**src/rtl/sti_load_arbiter.sv**
```systemverilog
// -----------------------------------------------------------------------------
// sti_load_arbiter
//
// Round-robin front end for the STI serializer. Four sources compete for the
// single serializer. One winner at a time has its word and format fields
// latched into the pi_* registers. Those registers stay frozen from the load
// strobe through the end of the inter-shift gap, because the serializer reads
// them combinationally while it shifts. Completion is tracked through
// so_valid. The winner gets a one-cycle ack, or an err pulse on a timeout or a
// length mismatch. When end_req is seen with no pending request, a final
// pi_end is issued and the block parks in HALT until reset.
//
// Parameters
//   GAP      idle cycles (>=1) between the end of a shift and the next arbitration
//   TIMEOUT  cycles allowed after load for so_valid to rise
//
// Ports
//   clk, reset            clock; asynchronous active-high reset
//   req[3:0]              per-source request, held until the matching ack
//   req_data[63:0]        source i word at [16i+15:16i]
//   req_len[7:0]          source i length code at [2i+1:2i]
//   req_fill/msb/low[3:0] per-source format bits
//   end_req               end-of-stream request
//   so_valid              serializer output-valid
//   load                  one-cycle load strobe
//   pi_data/length/fill/msb/low  registered parallel-load fields
//   pi_end                one-cycle end strobe
//   ack[3:0]              one-cycle completion pulse for the granted source
//   err                   one-cycle error pulse (timeout or length mismatch)
//   grant_id[1:0]         current or last granted source
//   busy                  high in every state except IDLE and HALT
//   done                  sticky, set once pi_end has been issued
// -----------------------------------------------------------------------------
module sti_load_arbiter #(
  parameter int GAP     = 1,
  parameter int TIMEOUT = 4
) (
  input  logic        clk,
  input  logic        reset,
  input  logic [3:0]  req,
  input  logic [63:0] req_data,
  input  logic [7:0]  req_len,
  input  logic [3:0]  req_fill,
  input  logic [3:0]  req_msb,
  input  logic [3:0]  req_low,
  input  logic        end_req,
  input  logic        so_valid,
  output logic        load,
  output logic [15:0] pi_data,
  output logic [1:0]  pi_length,
  output logic        pi_fill,
  output logic        pi_msb,
  output logic        pi_low,
  output logic        pi_end,
  output logic [3:0]  ack,
  output logic        err,
  output logic [1:0]  grant_id,
  output logic        busy,
  output logic        done
);

  typedef enum logic [2:0] {
    ST_IDLE       = 3'd0,
    ST_LOAD       = 3'd1,
    ST_WAIT_START = 3'd2,
    ST_SHIFT      = 3'd3,
    ST_GAP        = 3'd4,
    ST_END        = 3'd5,
    ST_HALT       = 3'd6
  } state_t;

  // Terminal counts for the shared cycle counter (timeout wait and gap wait).
  localparam logic [7:0] TIMEOUT_LAST = 8'(TIMEOUT - 1);
  localparam logic [7:0] GAP_LAST     = 8'(GAP - 1);

  state_t      state_reg, state_next;
  logic [7:0]  cnt_reg, cnt_next;
  logic [5:0]  bit_reg, bit_next;
  logic [1:0]  last_grant_reg;
  logic [1:0]  grant_reg;
  logic [15:0] pi_data_reg;
  logic [1:0]  pi_length_reg;
  logic        pi_fill_reg, pi_msb_reg, pi_low_reg;
  logic        done_reg;

  logic        win_valid;
  logic [1:0]  win_id;
  logic        grant_take;
  logic        gap_enter;
  logic        ack_fire;
  logic [5:0]  exp_bits;

  // Per-source field views of the packed request buses.
  logic [15:0] src_data [4];
  logic [1:0]  src_len  [4];

  genvar gi;
  generate
    for (gi = 0; gi < 4; gi++) begin : g_src
      assign src_data[gi] = req_data[16*gi +: 16];
      assign src_len[gi]  = req_len[2*gi +: 2];
      // Only the granted source sees the completion pulse.
      assign ack[gi]      = ack_fire && (grant_reg == 2'(gi));
    end
  endgenerate

  // Round robin: scan upward starting one past the last grant, so the most
  // recently served source is considered last.
  always_comb begin
    win_valid = 1'b0;
    win_id    = 2'd0;
    for (int k = 1; k <= 4; k++) begin
      if (!win_valid && req[last_grant_reg + 2'(k)]) begin
        win_valid = 1'b1;
        win_id    = last_grant_reg + 2'(k);
      end
    end
  end

  // Expected shift length is 8 * (code + 1): 8, 16, 24 or 32 bits.
  assign exp_bits = {({1'b0, pi_length_reg} + 3'd1), 3'b000};

  always_comb begin
    state_next = state_reg;
    cnt_next   = cnt_reg;
    bit_next   = bit_reg;
    grant_take = 1'b0;
    gap_enter  = 1'b0;
    ack_fire   = 1'b0;
    err        = 1'b0;
    load       = 1'b0;
    pi_end     = 1'b0;
    case (state_reg)
      ST_IDLE: begin
        // A pending request always beats end_req.
        if (win_valid) begin
          grant_take = 1'b1;
          state_next = ST_LOAD;
        end else if (end_req) begin
          state_next = ST_END;
        end
      end
      ST_LOAD: begin
        load       = 1'b1;
        cnt_next   = 8'd0;
        state_next = ST_WAIT_START;
      end
      ST_WAIT_START: begin
        if (so_valid) begin
          bit_next   = 6'd1;
          state_next = ST_SHIFT;
        end else if (cnt_reg == TIMEOUT_LAST) begin
          // A timeout gets no ack. The source keeps requesting and is
          // retried when its round-robin turn comes back.
          err        = 1'b1;
          gap_enter  = 1'b1;
          cnt_next   = 8'd0;
          state_next = ST_GAP;
        end else begin
          cnt_next = cnt_reg + 8'd1;
        end
      end
      ST_SHIFT: begin
        if (so_valid) begin
          bit_next = bit_reg + 6'd1;
        end else begin
          ack_fire   = 1'b1;
          err        = (bit_reg != exp_bits);
          gap_enter  = 1'b1;
          cnt_next   = 8'd0;
          state_next = ST_GAP;
        end
      end
      ST_GAP: begin
        if (cnt_reg == GAP_LAST) begin
          state_next = ST_IDLE;
        end else begin
          cnt_next = cnt_reg + 8'd1;
        end
      end
      ST_END: begin
        pi_end     = 1'b1;
        state_next = ST_HALT;
      end
      ST_HALT: begin
        state_next = ST_HALT;
      end
      default: begin
        state_next = ST_IDLE;
      end
    endcase
  end

  always_ff @(posedge clk or posedge reset) begin
    if (reset) begin
      state_reg      <= ST_IDLE;
      cnt_reg        <= 8'd0;
      bit_reg        <= 6'd0;
      last_grant_reg <= 2'd3;   // source 0 wins the first arbitration
      grant_reg      <= 2'd0;
      pi_data_reg    <= 16'd0;
      pi_length_reg  <= 2'd0;
      pi_fill_reg    <= 1'b0;
      pi_msb_reg     <= 1'b0;
      pi_low_reg     <= 1'b0;
      done_reg       <= 1'b0;
    end else begin
      state_reg <= state_next;
      cnt_reg   <= cnt_next;
      bit_reg   <= bit_next;
      // The pi_* fields change only at grant time and stay frozen until
      // the next grant.
      if (grant_take) begin
        grant_reg     <= win_id;
        pi_data_reg   <= src_data[win_id];
        pi_length_reg <= src_len[win_id];
        pi_fill_reg   <= req_fill[win_id];
        pi_msb_reg    <= req_msb[win_id];
        pi_low_reg    <= req_low[win_id];
      end
      // last_grant also advances after a timeout, so a dead source cannot
      // starve the others.
      if (gap_enter) begin
        last_grant_reg <= grant_reg;
      end
      if (state_reg == ST_END) begin
        done_reg <= 1'b1;
      end
    end
  end

  assign pi_data   = pi_data_reg;
  assign pi_length = pi_length_reg;
  assign pi_fill   = pi_fill_reg;
  assign pi_msb    = pi_msb_reg;
  assign pi_low    = pi_low_reg;
  assign grant_id  = grant_reg;
  assign done      = done_reg;
  assign busy      = (state_reg != ST_IDLE) && (state_reg != ST_HALT);

endmodule

```
**config.mk**
```make
export PLATFORM = sky130hd
export DESIGN_NAME = sti_load_arbiter
export DESIGN_NICKNAME = d
export VERILOG_FILES = /design/src/rtl/sti_load_arbiter.sv
export SDC_FILE = /design/constraint.sdc
export NUM_CORES = 1
export LEC_CHECK = 0
export ABC_CLOCK_PERIOD_IN_PS = 4620
export BUFFER_PORTS_ARGS = -buffer_cell sky130_fd_sc_hd__buf_2
export CORE_UTILIZATION = 52
export CTS_CLUSTER_SIZE = 20
export DETAILED_ROUTE_END_ITERATION = 12
export PLACE_DENSITY = 0.85
export SYNTH_ARGS = -nofsm -noshare
export SYNTH_HDL_FRONTEND = slang
export SYNTH_SLANG_ARGS = --single-unit
```
**constraint.sdc**
```tcl
create_clock -name clk -period 4.62 [get_ports clk]
set_input_delay 0 -clock clk [delete_from_list [all_inputs] [get_ports clk]]
set_output_delay 0 -clock clk [all_outputs]
set_load 0.005 [all_outputs]
```
==> metrics, run 1 <==
Crit Path Category=reg -> reg; Total GRT Usage=25.9%; Rel. slew slack=28.3%; total grt overflow=0; switching fraction of total power=23.3%; Lkg Pwr=1.81 nW; share of layout cells above drive strength 1=37.9%; initial drt markers=136; pins over their slew limit=0; Critical path buffers and inverters=1; HPWL after detailed placement=5.67 mm; Rows=27; Sw Pwr=0.178 mW; CTS Buf Count=5; clock root cell=clkbuf_8; hold_sp=req_data[22]; worst slew pin tran=1.08 ns; Critical Path End Type=register; port buffer count=123; Initial Utilization=54.3%; PnR worst setup slack=1.90 ns; sequential power share=49.1%; end of the worst hold path=pi_data[6]$_DFFE_PP0P_; Crit. path cell count=6; Fin Clk Skew=0.00774 ns; Clock transition at path regs=0.08 ns; worst hold slack=0.0392 ns; dpl ws=1.94 ns; DRT Wirelength=7.71 mm; Arr. time, crit path=2.90 ns; first-pass GRT wire length=12.6 mm; Fill cells=464; Worst-Skew Late Latency=0.30 ns; critical path required time=4.80 ns; EDFF count, synth=0; Reg2Reg Depth=6; Area Growth Syn to Fin=23.1%; gpl congestion=0.848; Vias=2894; drt drc=0; combinational share of power=13.2%; Power per Cell Area=207 nW/µm²; reg2reg setup slack=1.90 ns; WL/cell=15.5 µm; final net count=524; Via density=5.80; Post-CTS Setup Bufs=0; Power, Total=0.765 mW; antenna-violating nets left=0; setup TNS=0 ns; placed cells=491; commonest non-fill, non-tap cell in the layout=buf_2; register area share after synthesis=35.8%; Ant. Diodes=0; largest net degree at the start of global routing=45; Final Setup Violations=0; Core ar.=5540 µm²; Worst Hold Depth=3; Most used DFF post-synth=dfrtp_1; Peak supply drop=0.116 mV; Cells after Synth=317; PostCTS Resize Cnt=0; RR Startpoint=last_grant_reg[1]$_DFFE_PP1P_; synthesized area per cell=9.49 µm²; CTS tree=yes; Ys Warns=0; Final min period=2.72 ns; initial antenna violation count=0; final std cells w/o fill=499; critical path launch point type=register; Critical Path Max Stage Delay=0.61 ns; crit share post-route=58.8%; worst-path fanout max=30; Ports=124; syn nets=414; H-tree depth=2; CP Cell Sequence=mux2i_1, o22ai_2, a21oi_4, buf_4, mux2_1, a221o_1; ys async rst share=100%; vias in the first global route=2804; router iterations before antenna repair=4; cell-internal power=0.587 mW; max reg flops=16; Final Hold Viols=0; Top Family by Delay on Critical Path=compound AO/OA/AOI/OAI gates; end of the worst register-to-register path=pi_data[12]$_DFFE_PP0P_; Fmax=368 MHz; Distinct cells, synth=46; Yosys reg bits=43; max-cap viol count=0; clk buf depth=2; full die area=6090 µm²; clock share of power=37.6%; commonest cells after routing, fill and taps aside=buf_2 (123), nand3_1 (46), dfrtp_1 (41), mux2i_1 (24), nor2_1 (22); Die X=78.1 µm; HP Class=in -> reg; Critical-path top delay cell=dfstp_2; outcome=complete, no violations; mapped cell area=3010 µm²; die height=78.1 µm; RSZ-0062 raised after global routing=false; clock sink total=43
## cell families (layout without fill, tap and decap cells)
kind of cell | Yosys count | in the layout | share of synthesized area (%)
simple gates | 119 | 119 | 20.2
fa+ha+maj | 5 | 5 | 2.08
xor+xnor | 10 | 10 | 2.91
buf+inv | 36 | 146 | 6.78
mux | 48 | 48 | 17.0
compound gates | 56 | 56 | 15.2
flops | 43 | 43 | 35.8
## cell type report
type	instances	area [µm²]	share of cell area [%]
clock inverters	1	30.0	0.811
repair buffers	128	656	17.7
flip-flops and latches	43	1080	29.1
inverters	11	41.3	1.11
well taps	72	90.1	2.43
multi-input cells	238	1740	46.9
clock buffers	6	72.6	1.96
## power groups by stage
| stage | combinational (mW) | sequential [mW] | clock (mW) |
|---|---|---|---|
| 3_5_place_dp | 0.100 | 0.384 | 0 |
| 4_1_cts | 0.101 | 0.376 | 0.288 |
| 5_1_grt | 0.109 | 0.376 | 0.304 |
| 2_1_floorplan | 0.0560 | 0.384 | 0 |
| 6_report | 0.101 | 0.376 | 0.288 |
| 3_3_place_gp | 0.0980 | 0.384 | 0 |
## worst register-to-register path, delay by kind of cell (launching register included)
family	cells	cell delay, ns
buf+inv	1	0.48
flops	1	0.61
mux	2	0.64
compound gates	3	0.87
## through the flow
step	util, %	instance area [µm²]
floorplan	-	3010
global placement	64.8	3590
detailed placement	64.8	3590
CTS	66.8	3700
global route	66.8	3700
finish	66.8	3700
## cells in the mapped netlist, types with 2 or more instances
cell type | number | area, µm²
nand3_1 | 46 | 230
dfrtp_1 | 41 | 1030
mux2i_1 | 24 | 240
nor2_1 | 22 | 82.6
a221o_1 | 21 | 210
mux2_2 | 18 | 203
nand2_1 | 17 | 63.8
clkbuf_1 | 15 | 56.3
inv_1 | 11 | 41.3
o21ai_0 | 10 | 50.1
buf_6 | 9 | 101
nand2b_1 | 7 | 43.8
xor2_1 | 7 | 61.3
mux2_1 | 6 | 67.6
ha_1 | 5 | 62.6
and3_1 | 4 | 25.0
nor2b_1 | 4 | 25.0
a21oi_1 | 3 | 15.0
o22ai_1 | 3 | 18.8
or2_2 | 3 | 18.8
xnor2_1 | 3 | 26.3
a211oi_1 | 2 | 15.0
a21o_1 | 2 | 15.0
a22o_1 | 2 | 17.5
dfstp_2 | 2 | 52.6
nand3b_1 | 2 | 15.0
nand4_1 | 2 | 12.5
nand4b_1 | 2 | 17.5
nor3_1 | 2 | 10.0
nor4_1 | 2 | 12.5
o211ai_1 | 2 | 15.0
o21ai_1 | 2 | 10.0
o31ai_1 | 2 | 15.0
or3b_2 | 2 | 17.5
## how the worst max path moves through the flow
stage | startpoint | end | slack (ns)
detailed placement | last_grant_reg[1]$_DFFE_PP1P_ | pi_data[12]$_DFFE_PP0P_ | 1.94
global route | last_grant_reg[1]$_DFFE_PP1P_ | pi_data[5]$_DFFE_PP0P_ | 1.75
finish | last_grant_reg[1]$_DFFE_PP1P_ | pi_data[12]$_DFFE_PP0P_ | 1.90
floorplan | last_grant_reg[1]$_DFFE_PP1P_ | pi_data[4]$_DFFE_PP0P_ | 2.58
CTS | last_grant_reg[1]$_DFFE_PP1P_ | pi_data[12]$_DFFE_PP0P_ | 1.91
global placement | last_grant_reg[1]$_DFFE_PP1P_ | pi_low$_DFFE_PP0P_ | 2.02
## routing by layer
layer	track usage, %	vias to the layer above	routed length [µm]
met2	46.0	103	3970
met5	0	-	0
met1	30.5	1386	3170
met4	8.52	0	146
met3	6.16	15	432
li1	-	1390	-
## repair_timing
item,in CTS,in global routing
hold endpoints to repair,41,0
hold buffers,1,0
setup endpoints to repair,0,0
(Power assumes the default switching activity.)
==> run 2: changes to the inputs <==
==> config.mk (replaced) <==
export PLATFORM = sky130hd
export DESIGN_NAME = sti_load_arbiter
export DESIGN_NICKNAME = d
export VERILOG_FILES = /design/src/rtl/sti_load_arbiter.sv
export SDC_FILE = /design/constraint.sdc
export NUM_CORES = 1
export LEC_CHECK = 0
export ABC_CLOCK_PERIOD_IN_PS = 2500
export BUFFER_PORTS_ARGS = -buffer_cell sky130_fd_sc_hd__buf_2
export CORE_UTILIZATION = 49
export CTS_CLUSTER_SIZE = 20
export DETAILED_ROUTE_END_ITERATION = 12
export PLACE_DENSITY = 0.81
export SYNTH_ARGS = -nofsm -noshare
export SYNTH_HDL_FRONTEND = slang
export SYNTH_SLANG_ARGS = --single-unit
==> constraint.sdc (replaced) <==
create_clock -name clk -period 2.5 [get_ports clk]
set_input_delay 0 -clock clk [delete_from_list [all_inputs] [get_ports clk]]
set_output_delay 0 -clock clk [all_outputs]
set_load 0.005 [all_outputs]
==> run 2 against run 1 <==
Clock power increased by 68%. Sequential power increased by 85%. Clock-buffer cell count is the same. Sequential share of layout area decreased by 0.50 points. Highest routed layer unchanged.
==> metrics, run 2 (synthesis results as in run 1) <==
commonest cells after routing, fill and taps aside=buf_2 (123), nand3_1 (46), dfrtp_1 (41), mux2i_1 (24), nor2_1 (22); Total GRT Usage=25.7% (-0.23 points); initial antenna violation count=0 (unchanged); pins over their slew limit=0 (unchanged); busiest grt layer=met2; FF+latch area=1080 µm² (unchanged); combinational share of power=14.0% (+0.8 points); vias in the first global route=2740 (-2.3%); initial drt markers=136 (unchanged); max reg flops=16 (unchanged); worst slew pin tran=1.06 ns (-0.0161 ns); H-tree depth=2 (unchanged); final net count=531 (+1.3%); Final Hold Viols=0 (unchanged); Clock transition at path regs=0.09 ns (about the same); Ant. Diodes=0 (unchanged); sequential power share=50.7% (+1.6 points); clock share of power=35.3% (-2.3 points); Worst-Skew Late Latency=0.31 ns (about the same); Global Route met1 Usage=31.3% (+0.72 points); WL/cell=15.3 µm (-1.1%); dpl ws=0.265 ns (-1.67 ns); Fmax=443 MHz (+20%); Top Family by Delay on Critical Path=flip-flops; Final min period=2.26 ns (-0.461 ns); HPWL after detailed placement=5.80 mm (+2.2%); antenna-violating nets left=0 (unchanged); grt met3 use=5.68% (-0.48 points); critical path launch point type=register; first-pass GRT wire length=12.7 mm (+1.3%); cell-internal power=1.02 mW (+74%); CP Cell Sequence=mux2i_1, o22ai_2, a21oi_4, buf_4, mux2_2, a221o_1; Power, Total=1.37 mW (+79%); Fill cells=503 (+8.4%); Reg2Reg Depth=6 (unchanged); setup TNS=0 ns (unchanged); Ports=124 (unchanged); PostCTS Resize Cnt=0 (unchanged); PnR worst setup slack=0.244 ns (-1.66 ns); largest net degree at the start of global routing=31 (-31%); Via density=5.68 (-2.0%); clk buf depth=2 (unchanged); outcome=complete, no violations; Final Setup Violations=0 (unchanged); Crit. path cell count=6 (unchanged); Peak supply drop=0.242 mV (+110%); final std cells w/o fill=510 (+2.2%); CTS Buf Count=5 (unchanged); clock root cell=clkbuf_8; worst hold slack=0.0412 ns (+0.00198 ns); Vias=2899 (+0.17%); Critical Path Max Stage Delay=0.61 ns (about the same); RSZ-0062 raised after global routing=false; Rel. slew slack=28.9% (+0.64 points); Critical path buffers and inverters=1 (unchanged); crit share post-route=90.2% (+31 points); switching fraction of total power=25.3% (+2.0 points); Cell Area, Placed=3660 µm² (+1.9%); worst-path fanout max=19 (-37%); GRT met2 Usage=44.4% (-1.6 points); die height=80.4 µm (+2.9%); Power per Cell Area=364 nW/µm² (+76%); full die area=6460 µm² (+6.0%); Fin Clk Skew=0.0127 ns (+0.00492 ns); Arr. time, crit path=2.45 ns (-0.45 ns); Area Growth Syn to Fin=25.2%; Die X=80.4 µm (+2.9%); commonest non-fill, non-tap cell in the layout=buf_2; area of the multi-input gates=1740 µm² (unchanged); CTS tree=yes; gpl congestion=0.867 (+2.2%); Sw Pwr=0.348 mW (+95%); Core ar.=5920 µm² (+6.9%); router iterations before antenna repair=6 (+2); critical path required time=2.69 ns (-2.11 ns); max-cap viol count=0 (unchanged); Post-CTS Setup Bufs=0 (unchanged); Rows=28 (+3.7%); clock sink total=43 (unchanged); HP Class=in -> reg; total grt overflow=0 (unchanged); port buffer count=123 (unchanged); DRT Wirelength=7.80 mm (+1.1%); Initial Utilization=50.8% (-3.5 points); final core occ=63.7% (-3.2 points); Lkg Pwr=1.84 nW (+1.8%); Crit Path Category=reg -> reg; cts hold-fix bufs=1 (unchanged); placed cells=501 (+2.0%); Final Cell Area=3770 µm² (+1.8%); drt drc=0 (unchanged); share of layout cells above drive strength 1=39.3% (+1.4 points); Critical-path top delay cell=dfstp_2; Critical Path End Type=register; Worst Hold Depth=3 (unchanged)
-- run 2: final timing paths --
path	start	to	slack, ns
worst max-delay path	last_grant_reg[1]$_DFFE_PP1P_	pi_data[2]$_DFFE_PP0P_	0.24
worst min-delay path	req_data[23]	pi_data[7]$_DFFE_PP0P_	0.04
worst max register to register	last_grant_reg[1]$_DFFE_PP1P_	pi_data[2]$_DFFE_PP0P_	0.24
worst min register to register	done$_DFFE_PP0P_	done$_DFFE_PP0P_	0.48
max in group asynchronous	reset	bit_reg[5]$_DFFE_PP0P_	1.44
min in group asynchronous	reset	pi_data[5]$_DFFE_PP0P_	0.37
-- run 2: layout make-up --
class	instances	share of cell area, %
multi-input combinational	238	46.0
clock inverter	2	0.432
clock buffer	6	2.19
tap	75	2.49
sequential	43	28.6
inverter	11	1.10
timing repair buffer	135	19.1
-- run 2: worst reg2reg max path, stage by stage, from the launching register on --
cell     delay (ns)
dfstp_2        0.61
mux2i_1        0.24
o22ai_2        0.12
a21oi_4        0.16
buf_4          0.31
mux2_2         0.38
a221o_1        0.32
-- run 2: power groups by stage --
stage | Sequential, mW | Combinational [mW] | Clock [mW]
after floorplan | 0.709 | 0.104 | 0
after global placement | 0.709 | 0.186 | 0
after detailed placement | 0.709 | 0.191 | 0
after CTS | 0.695 | 0.193 | 0.491
after global routing | 0.695 | 0.209 | 0.520
final | 0.695 | 0.192 | 0.484
-- run 2: per-layer routing --
metal / vias to the layer above / share of wire [%]
met2: 107 / 52
met5: - / 0
met3: 11 / 5.1
met4: 0 / 1.6
met1: 1381 / 42
li1: 1400 / -
==> run 3: changes to the inputs <==
==> constraint.sdc (replaced) <==
create_clock -name clk -period 2.5 [get_ports clk]
set_input_delay 0.5 -clock clk [delete_from_list [all_inputs] [get_ports clk]]
set_output_delay 0.5 -clock clk [all_outputs]
set_load 0.005 [all_outputs]
==> run 3 against run 2 <==
Wire length shrank 2.2%. Die area is the same. Clock power is 16% higher. Critical path type is now reg -> out. Critical endpoint is now err. Highest routed layer unchanged.
==> metrics, run 3 (synthesis results as in run 1) <==
outcome=complete, no violations; WL/cell=15.0 µm (-1.8%); CTS Buf Count=5 (unchanged); clk buf depth=2 (unchanged); combinational share of power=13.3% (-0.7 points); worst hold slack=0.188 ns (+0.147 ns); crit share post-route=92.2% (+1.9 points); Core ar.=5920 µm² (unchanged); Initial Utilization=50.8% (unchanged); cell-internal power=1.12 mW (+9.4%); GRT met2 Usage=42.1% (-2.3 points); Clock transition at path regs=0.08 ns (about the same); initial drt markers=159 (+17%); commonest non-fill, non-tap cell in the layout=buf_2; drt drc=0 (unchanged); area of the multi-input gates=1740 µm² (unchanged); Sw Pwr=0.330 mW (-5.1%); grt met3 use=6.14% (+0.45 points); Ant. Diodes=0 (unchanged); Worst-Skew Late Latency=0.29 ns (-0.02 ns); die height=80.4 µm (unchanged); largest net degree at the start of global routing=44 (+42%); Fin Clk Skew=0.00668 ns (-0.00597 ns); commonest cells after routing, fill and taps aside=buf_2 (123), nand3_1 (46), dfrtp_1 (41), mux2i_1 (24), nor2_1 (22); critical path launch point type=register; Final min period=2.30 ns (+0.0486 ns); Cell Area, Placed=3650 µm² (-0.21%); clock sink total=43 (unchanged); Post-CTS Setup Bufs=0 (unchanged); router iterations before antenna repair=5 (-1); HP Class=in -> async; max reg flops=16 (unchanged); worst-path fanout max=3 (-16); Fill cells=497 (-1.2%); Top Family by Delay on Critical Path=simple AND/OR/NAND/NOR gates; Global Route met1 Usage=32.0% (+0.69 points); sequential power share=47.9% (-2.8 points); Area Growth Syn to Fin=25.3% (about the same); Vias=2885 (-0.48%); HPWL after detailed placement=5.72 mm (-1.3%); dpl ws=0.242 ns (-0.0237 ns); DRT Wirelength=7.63 mm (-2.2%); Final Cell Area=3770 µm² (about the same); RSZ-0062 raised after global routing=false; switching fraction of total power=22.7% (-2.6 points); CTS tree=yes; final core occ=63.7% (about the same); Total GRT Usage=25.5% (-0.18 points); busiest grt layer=met2; worst slew pin tran=0.588 ns (-0.472 ns); Arr. time, crit path=1.80 ns (-0.65 ns); Critical-path top delay cell=or3b_2; vias in the first global route=2753 (+0.47%); Critical Path Max Stage Delay=0.52 ns (-0.09 ns); Rel. slew slack=60.6% (+32 points); initial antenna violation count=0 (unchanged); Ports=124 (unchanged); Final Hold Viols=0 (unchanged); Fmax=434 MHz (-2.1%); Crit Path Category=reg -> out; clock share of power=38.8% (+3.5 points); critical path required time=2.00 ns (-0.69 ns); Final Setup Violations=0 (unchanged); cts hold-fix bufs=0 (-1); gpl congestion=0.868 (about the same); FF+latch area=1080 µm² (unchanged); Critical path buffers and inverters=1 (unchanged); max-cap viol count=0 (unchanged); full die area=6460 µm² (unchanged); final net count=529 (-0.38%); Lkg Pwr=1.85 nW (+0.21%); Die X=80.4 µm (unchanged); Power per Cell Area=385 nW/µm² (+5.7%); first-pass GRT wire length=12.7 mm (-0.32%); Peak supply drop=0.202 mV (-16%); Via density=5.68 (about the same); setup TNS=0 ns (unchanged); H-tree depth=2 (unchanged); Critical Path End Type=output port; PostCTS Resize Cnt=0 (unchanged); CP Cell Sequence=or3b_2, a21oi_1, o31a_1, buf_2; total grt overflow=0 (unchanged); port buffer count=123 (unchanged); share of layout cells above drive strength 1=39.3% (-0.049 points); PnR worst setup slack=0.196 ns (-0.0486 ns); pins over their slew limit=0 (unchanged); Rows=28 (unchanged); antenna-violating nets left=0 (unchanged); clock root cell=clkbuf_8
==> run 3: power groups by stage <==
stage | sequential, mW | clock (mW) | combinational [mW]
floorplan | 0.709 | 0 | 0.104
global placement | 0.709 | 0 | 0.187
detailed placement | 0.709 | 0 | 0.192
CTS | 0.695 | 0.578 | 0.194
global route | 0.695 | 0.603 | 0.210
finish | 0.695 | 0.563 | 0.192
==> run 3: worst reg2reg max path, stage by stage (launching register included) <==
cell and delay [ns]:
dfstp_2 0.60, mux2i_1 0.26, o22ai_2 0.13, a21oi_4 0.16, buf_12 0.28, mux2_2 0.40
a221o_1 0.32
==> run 3: cell type report <==
type                    count  area share (%)
multi-input cells         238            46.0
flip-flops and latches     43            28.6
repair buffers            133            18.7
well taps                  75            2.49
clock buffers               6            2.19
inverters                  11            1.10
clock inverters             2           0.929
==> run 3: worst paths after layout <==
path / startpoint / to / slack [ns] / cells after the start
worst max-delay path: state_reg[2]$_DFFE_PP0P_ / err / 0.20 / 4
worst min-delay path: reset / pi_fill$_DFFE_PP0P_ / 0.19 / 2
worst max register to register: last_grant_reg[1]$_DFFE_PP1P_ / pi_data[4]$_DFFE_PP0P_ / 0.23 / 6
worst min register to register: done$_DFFE_PP0P_ / done$_DFFE_PP0P_ / 0.48 / 1
max in group asynchronous: reset / done$_DFFE_PP0P_ / 1.77 / 3
min in group clk: done$_DFFE_PP0P_ / done$_DFFE_PP0P_ / 0.48 / 1
==> run 3: per-layer routing <==
| metal | up-vias | share of wire (%) |
|---|---|---|
| met5 | - | 0 |
| met4 | 0 | 2.0 |
| met2 | 112 | 50 |
| li1 | 1398 | - |
| met3 | 13 | 5.8 |
| met1 | 1362 | 42 |
==> run 3: per-stage QoR <==
step / instances / total power, mW
global route: 508 / 1.51
detailed placement: 500 / 0.901
CTS: 508 / 1.47
floorplan: 317 / 0.812
finish: 508 / 1.45
global placement: 500 / 0.896
